--- config.mk ---
export PLATFORM = sky130hd
export DESIGN_NAME = multi_timer_flat
export DESIGN_NICKNAME = d
export VERILOG_FILES = /design/src/rtl/timer_pkg.sv /design/src/rtl/multi_timer_if.sv /design/src/rtl/timer_channel.sv /design/src/rtl/multi_timer.sv /design/src/flat_wrapper.sv
export SDC_FILE = /design/constraint.sdc
export NUM_CORES = 1
export LEC_CHECK = 0
export ABC_AREA = 0
export CAP_MARGIN = 0
export CORE_MARGIN = 2
export CORE_UTILIZATION = 55
export DETAILED_ROUTE_END_ITERATION = 16
export PLACE_DENSITY = 0.89
export SLEW_MARGIN = 20
export SYNTH_ARGS = -nofsm -noshare
export SYNTH_HDL_FRONTEND = slang
export SYNTH_SLANG_ARGS = --single-unit
--- constraint.sdc ---
create_clock -name Clock -period 11.8 [get_ports Clock]
set_clock_uncertainty 0.2 [all_clocks]
set_input_delay 1.77 -clock Clock [delete_from_list [all_inputs] [get_ports Clock]]
set_output_delay 1.77 -clock Clock [all_outputs]
set_load 0.005 [all_outputs]
--- src/rtl/timer_pkg.sv ---
// -----------------------------------------------------------------------------
// timer_pkg
//   Shared definitions for the multi-channel timer.
//   - state_t and its IDLE / COUNT / PAUSE encodings. These are plain
//     localparams so that older code can use the same values.
//   - Default channel width and prescaler width.
// -----------------------------------------------------------------------------
package timer_pkg;

  typedef logic [1:0] state_t;

  localparam state_t IDLE  = 2'd0;
  localparam state_t COUNT = 2'd1;
  localparam state_t PAUSE = 2'd2;

  localparam int DEFAULT_WIDTH   = 16;
  localparam int DEFAULT_PRESC_W = 16;

endpackage

--- src/rtl/multi_timer_if.sv ---
// -----------------------------------------------------------------------------
// multi_timer_if
//   Control and status bundle of the multi-channel timer.
//   master : the block that drives the timer
//            outputs: Tick_Div, Start, Pause, Abort, Periodic, Tiempo
//            inputs : Busy, Paused, Done, Remaining
//   slave  : the timer, with every direction reversed
//   Per-channel vectors use bit i for channel i. The wide buses use
//   [i*WIDTH +: WIDTH] for channel i.
// -----------------------------------------------------------------------------
interface multi_timer_if #(
  parameter int CHANNELS = 4,
  parameter int WIDTH    = timer_pkg::DEFAULT_WIDTH,
  parameter int PRESC_W  = timer_pkg::DEFAULT_PRESC_W
);

  logic [PRESC_W-1:0]        Tick_Div;
  logic [CHANNELS-1:0]       Start;
  logic [CHANNELS-1:0]       Pause;
  logic [CHANNELS-1:0]       Abort;
  logic [CHANNELS-1:0]       Periodic;
  logic [CHANNELS*WIDTH-1:0] Tiempo;
  logic [CHANNELS-1:0]       Busy;
  logic [CHANNELS-1:0]       Paused;
  logic [CHANNELS-1:0]       Done;
  logic [CHANNELS*WIDTH-1:0] Remaining;

  modport master (
    output Tick_Div, Start, Pause, Abort, Periodic, Tiempo,
    input  Busy, Paused, Done, Remaining
  );

  modport slave (
    input  Tick_Div, Start, Pause, Abort, Periodic, Tiempo,
    output Busy, Paused, Done, Remaining
  );

endinterface

--- src/rtl/timer_channel.sv ---
// -----------------------------------------------------------------------------
// timer_channel
//   One down-counting timer channel. It contains the IDLE/COUNT/PAUSE state
//   machine, the counter, the reload value and the mode register.
//   Inputs : Clock, Reset (async, active-high), tick (shared prescaler strobe),
//            start, pause, abort, periodic, tiempo (load value)
//   Outputs: busy, paused, done (registered one-clock pulse), remaining
// -----------------------------------------------------------------------------
module timer_channel
  import timer_pkg::*;
#(
  parameter int WIDTH = DEFAULT_WIDTH
) (
  input  logic             Clock,
  input  logic             Reset,
  input  logic             tick,
  input  logic             start,
  input  logic             pause,
  input  logic             abort,
  input  logic             periodic,
  input  logic [WIDTH-1:0] tiempo,
  output logic             busy,
  output logic             paused,
  output logic             done,
  output logic [WIDTH-1:0] remaining
);

  state_t           state;
  logic [WIDTH-1:0] counter;
  logic [WIDTH-1:0] reload;
  logic             mode;

  // NOTE: state registers use non-blocking assignments. Every flop then
  // samples the values from before the edge, whatever order the branches are
  // written in.
  always_ff @(posedge Clock or posedge Reset) begin
    if (Reset) begin
      state   <= IDLE;
      counter <= '0;
      reload  <= '0;
      mode    <= 1'b0;
      done    <= 1'b0;
    end else begin
      done <= 1'b0;
      if (abort) begin
        // Abort is a silent cancel. No Done pulse is produced.
        state   <= IDLE;
        counter <= '0;
      end else begin
        case (state)
          IDLE: begin
            if (start && !pause) begin
              if (tiempo != '0) begin
                counter <= tiempo;
                reload  <= tiempo;
                mode    <= periodic;
                state   <= COUNT;
              end else begin
                // A zero-length delay completes at once.
                done <= 1'b1;
              end
            end
          end
          COUNT: begin
            if (pause) begin
              // Enter PAUSE. A tick that arrives in this clock is dropped.
              state <= PAUSE;
            end else if (tick) begin
              if (counter == WIDTH'(1)) begin
                done <= 1'b1;
                if (mode) begin
                  counter <= reload;
                end else begin
                  counter <= '0;
                  state   <= IDLE;
                end
              end else begin
                counter <= counter - WIDTH'(1);
              end
            end
          end
          PAUSE: begin
            // The resume clock only changes state. Counting restarts on the
            // next tick.
            if (!pause) state <= COUNT;
          end
          default: begin
            state   <= IDLE;
            counter <= '0;
          end
        endcase
      end
    end
  end

  assign busy      = (state == COUNT) || (state == PAUSE);
  assign paused    = (state == PAUSE);
  assign remaining = counter;

endmodule

--- src/rtl/multi_timer.sv ---
// -----------------------------------------------------------------------------
// multi_timer
//   N-channel programmable down-counter timer with a shared prescaler.
//   Ports: Clock, Reset (async, active-high), bus (multi_timer_if.slave)
//     bus.Tick_Div   shared divisor, one tick every Tick_Div+1 clocks
//     bus.Start/Pause/Abort/Periodic/Tiempo   per-channel controls
//     bus.Busy/Paused/Done/Remaining          per-channel status
// -----------------------------------------------------------------------------
module multi_timer
  import timer_pkg::*;
#(
  parameter int CHANNELS = 4,
  parameter int WIDTH    = DEFAULT_WIDTH,
  parameter int PRESC_W  = DEFAULT_PRESC_W
) (
  input  logic        Clock,
  input  logic        Reset,
  multi_timer_if.slave bus
);

  logic [PRESC_W-1:0]        presc_cnt;
  logic                      tick;
  logic [CHANNELS-1:0]       busy_v;
  logic [CHANNELS-1:0]       paused_v;
  logic [CHANNELS-1:0]       done_v;
  logic [CHANNELS*WIDTH-1:0] remaining_v;

  // The compare uses >= rather than ==. If the divisor is lowered below the
  // current count, the next clock still ticks and the count never runs away.
  assign tick = (presc_cnt >= bus.Tick_Div);

  always_ff @(posedge Clock or posedge Reset) begin
    if (Reset)     presc_cnt <= '0;
    else if (tick) presc_cnt <= '0;
    else           presc_cnt <= presc_cnt + PRESC_W'(1);
  end

  for (genvar i = 0; i < CHANNELS; i++) begin : g_ch
    timer_channel #(
      .WIDTH (WIDTH)
    ) u_ch (
      .Clock     (Clock),
      .Reset     (Reset),
      .tick      (tick),
      .start     (bus.Start[i]),
      .pause     (bus.Pause[i]),
      .abort     (bus.Abort[i]),
      .periodic  (bus.Periodic[i]),
      .tiempo    (bus.Tiempo[i*WIDTH +: WIDTH]),
      .busy      (busy_v[i]),
      .paused    (paused_v[i]),
      .done      (done_v[i]),
      .remaining (remaining_v[i*WIDTH +: WIDTH])
    );
  end

  assign bus.Busy      = busy_v;
  assign bus.Paused    = paused_v;
  assign bus.Done      = done_v;
  assign bus.Remaining = remaining_v;

endmodule

--- src/flat_wrapper.sv ---
// flat-port wrapper written by rule: the top's interface ports become plain ports
module multi_timer_flat import timer_pkg::*;
#(
  parameter int CHANNELS = 4,
  parameter int WIDTH    = DEFAULT_WIDTH,
  parameter int PRESC_W  = DEFAULT_PRESC_W
)
  (Clock, Reset, bus_Tick_Div, bus_Start, bus_Pause, bus_Abort, bus_Periodic, bus_Tiempo, bus_Busy, bus_Paused, bus_Done, bus_Remaining);
  multi_timer_if #(.CHANNELS(CHANNELS), .WIDTH(WIDTH), .PRESC_W(PRESC_W)) bus_i ();
  input  logic Clock;
  input  logic Reset;
  input wire logic [$bits(bus_i.Tick_Div)-1:0] bus_Tick_Div;
  input wire logic [$bits(bus_i.Start)-1:0] bus_Start;
  input wire logic [$bits(bus_i.Pause)-1:0] bus_Pause;
  input wire logic [$bits(bus_i.Abort)-1:0] bus_Abort;
  input wire logic [$bits(bus_i.Periodic)-1:0] bus_Periodic;
  input wire logic [$bits(bus_i.Tiempo)-1:0] bus_Tiempo;
  output wire logic [$bits(bus_i.Busy)-1:0] bus_Busy;
  output wire logic [$bits(bus_i.Paused)-1:0] bus_Paused;
  output wire logic [$bits(bus_i.Done)-1:0] bus_Done;
  output wire logic [$bits(bus_i.Remaining)-1:0] bus_Remaining;
  assign bus_i.Tick_Div = bus_Tick_Div;
  assign bus_i.Start = bus_Start;
  assign bus_i.Pause = bus_Pause;
  assign bus_i.Abort = bus_Abort;
  assign bus_i.Periodic = bus_Periodic;
  assign bus_i.Tiempo = bus_Tiempo;
  assign bus_Busy = bus_i.Busy;
  assign bus_Paused = bus_i.Paused;
  assign bus_Done = bus_i.Done;
  assign bus_Remaining = bus_i.Remaining;
  multi_timer #(.CHANNELS(CHANNELS), .WIDTH(WIDTH), .PRESC_W(PRESC_W)) u_core (.Clock(Clock), .Reset(Reset), .bus(bus_i));
endmodule
==> impl_metrics.env <==
export IMPL_status="finished clean"
export IMPL_fin_nets=1334
export IMPL_crit_fanout=13
export IMPL_grt_pass1_vias=9377
export IMPL_fp_dieW_um=139.2
export IMPL_core_area_um2=17960
export IMPL_p_int_w=0.001774
export IMPL_avgSynthCellArea_um2=9.460
export IMPL_synthArstFlopShare_pct=100.0
export IMPL_startpoint_type="input pin"
export IMPL_grt_pass1_wl_mm=47.20
export IMPL_p_sw_share_pct=40.59
export IMPL_worst_slack_ps=6886
export IMPL_grt_max_degree=89
export IMPL_ant_nets=0
export IMPL_cts_root_buf="clkbuf_16"
export IMPL_power_density_nw_per_um2=240.9
export IMPL_ir_drop_mv=0.1746
export IMPL_drc=0
export IMPL_globalplace_congestion=0.9454
export IMPL_htreeDepth=4
export IMPL_grt_setup_unrepaired="no"
export IMPL_grt_overflow_total=0
export IMPL_synth_main_ff_cell="dfrtp_1"
export IMPL_numCtsBuffers=17
export IMPL_yosysSeqAreaShare_pct=39.82
export IMPL_power_total_w=0.002986
export IMPL_max_freq_mhz=203.5
export IMPL_syn_nets=1202
export IMPL_synth_top_cell_area_share_pct=39.82
export IMPL_antenna_found_initial=0
export IMPL_netlist_instances=1063
export IMPL_synth_common_cells="dfrtp_1 (160), a21oi_1 (85), mux2_2 (82), nor2_1 (75), nand2_1 (74)"
export IMPL_critPathRequiredTime_ps=11910
export IMPL_grt_usage_pct=29.52
export IMPL_post_cts_buffers=0
export IMPL_yosysMostFrequentCell="dfrtp_1"
export IMPL_period_share_pct=41.65
export IMPL_dr_pass1_iters=6
export IMPL_area_growth_syn_to_layout_pct=23.23
export IMPL_critical_path_class="input pin to register"
export IMPL_finalHoldViolations=0
export IMPL_drv_cap=0
export IMPL_drt_wl_total_mm=28.50
export IMPL_cts_hold_buffers_added=0
export IMPL_yosys_warnings=0
export IMPL_seq_power_share_pct=36.4
export IMPL_final_layout_size_suffix_gt1_share_pct=12.17
export IMPL_final_cells=1437
export IMPL_cp_end_kind="register"
export IMPL_relSlewSlack_pct=28.56
export IMPL_io_pins=174
export IMPL_cts_num_sinks=160
export IMPL_clk_latency_ps=430
export IMPL_routedWlPerCell_um=19.84
export IMPL_cts_buffer_depth=2
export IMPL_setup_violations_final=0
export IMPL_post_cts_resized=0
export IMPL_dp_cells=1405
export IMPL_vias=9405
export IMPL_syn_area_um2=10060
export IMPL_dpl_hpwl_mm=19.98
export IMPL_ys_ff_latch=160
export IMPL_period_minus_slack_ps=4914
export IMPL_synth_cell_types=74
export IMPL_cp_data_arrival_time_ps=5020
export IMPL_initial_core_util_pct=55.98
export IMPL_diodes=0
export IMPL_hold_class="register to register"
export IMPL_clk_pin_slew_ps=70
export IMPL_vias_per_cell=6.545
export IMPL_dieArea_um2=19380
export IMPL_synth_edf_count=0
export IMPL_cts_tree="built"
export IMPL_place_ws_ps=6454
export IMPL_dr_first_iter_drc_count=948
export IMPL_p_switching_w=0.001212
export IMPL_combPwrFrac_pct=45.9
export IMPL_slew_viol_final=0
export IMPL_power_leakage_nw=5.086
export IMPL_ys_top_cells_by_area="dfrtp_1 (40%), mux2_2 (9.2%), ha_1 (5.1%), a21oi_1 (4.2%), nor2_1 (2.8%)"
export IMPL_clockPowerShare_pct=17.7
export IMPL_die_y_um=139.2
export IMPL_synth_area_leader_cell="dfrtp_1"
export IMPL_setup_tns_final_ps=0
export IMPL_worst_pin_slew_ps=1072
export IMPL_portBuffers=173
export IMPL_num_rows=49
[per-layer routing]
layer	track usage, %	routed length [um]	part of all wire, %
met5	0	0	0
met1	38.47	11590	41
met2	49.05	14050	49
met3	5.471	2218	7.8
met4	11.64	641	2.2
[final timing paths]
path	startpoint	to	slack [ps]	cells past startpoint
max	bus_Tick_Div[15]	u_core.g_ch[3].u_ch.remaining[6]$_DFFE_PP0P_	6890	9
min reg2reg	u_core.g_ch[0].u_ch.reload[7]$_DFFE_PP0P_	u_core.g_ch[0].u_ch.reload[7]$_DFFE_PP0P_	300	1
min	u_core.g_ch[0].u_ch.reload[7]$_DFFE_PP0P_	u_core.g_ch[0].u_ch.reload[7]$_DFFE_PP0P_	300	1
min in group asynchronous	Reset	u_core.g_ch[0].u_ch.done$_DFF_PP0_	1620	2
max reg2reg	u_core.presc_cnt[12]$_DFF_PP0_	u_core.g_ch[3].u_ch.remaining[6]$_DFFE_PP0P_	8310	7
max in group asynchronous	Reset	u_core.presc_cnt[4]$_DFF_PP0_	8530	3
[registers in the layout (all words and copies together) (netlist names)]
signal	cells
u_core.presc_cnt	16
u_core.g_ch.u_ch.mode	4
u_core.g_ch.u_ch.remaining	64
u_core.g_ch.u_ch.done	4
u_core.g_ch.u_ch.state	8
u_core.g_ch.u_ch.reload	64
[cell type report]
type	instances	area, um2
tap	229	286.5
clock inverter	11	81.33
multi-input combinational	788	5559
timing repair buffer	182	1803
sequential	160	4004
clock buffer	21	480.5
inverter	46	177.7
fill	1389	5572
[cell families (layout without fill, tap and decap cells)]
kind of cell | count (synthesis) | in the layout | share of synthesized area (%)
xor+xnor | 38 | 38 | 3.310
fa+ha+maj | 41 | 41 | 5.101
flops | 160 | 160 | 39.82
buf+inv | 115 | 260 | 4.965
mux | 95 | 95 | 10.48
simple gates | 336 | 336 | 17.66
compound gates | 278 | 278 | 18.68
[stage by stage]
stage               util [%]  instance area, um2  hold WS [ps]
CTS                    68.95               12390         307.4
finish                 68.98               12390         304.8
floorplan                  -               10060         274.3
global placement       65.82               11820         286.8
detailed placement     65.82               11820         293.0
global route           68.98               12390         317.0
[power by group through the flow]
stage	clock network, W	logic, W	registers (W)
2_1_floorplan	0	0.000926	0.000982
3_3_place_gp	0	0.00129	0.00107
4_1_cts	0.000532	0.00136	0.00108
6_report	0.000530	0.00137	0.00109
5_1_grt	0.000552	0.00150	0.00112
3_5_place_dp	0	0.00135	0.00108
[critical path: stages]
cell             delay, ps
clkdlybuf4s50_1        450
inv_1                   40
ha_1                   300
and4_1                 240
nand2_1                160
nand4bb_1              310
and3_1                 420
a21oi_1                890
mux2_2                 430
[layout by cell type, fill, tap and decap left out, types with 25 or more instances in the layout]
cell	instances
clkdlybuf4s50_1	173
dfrtp_1	160
a21oi_1	85
mux2_2	82
nor2_1	75
nand2_1	74
inv_1	45
ha_1	41
nand3_1	35
o21ai_0	35
nor4_1	27
nor3_1	25
No activity file was read; power rests on OpenSTA's default activity.
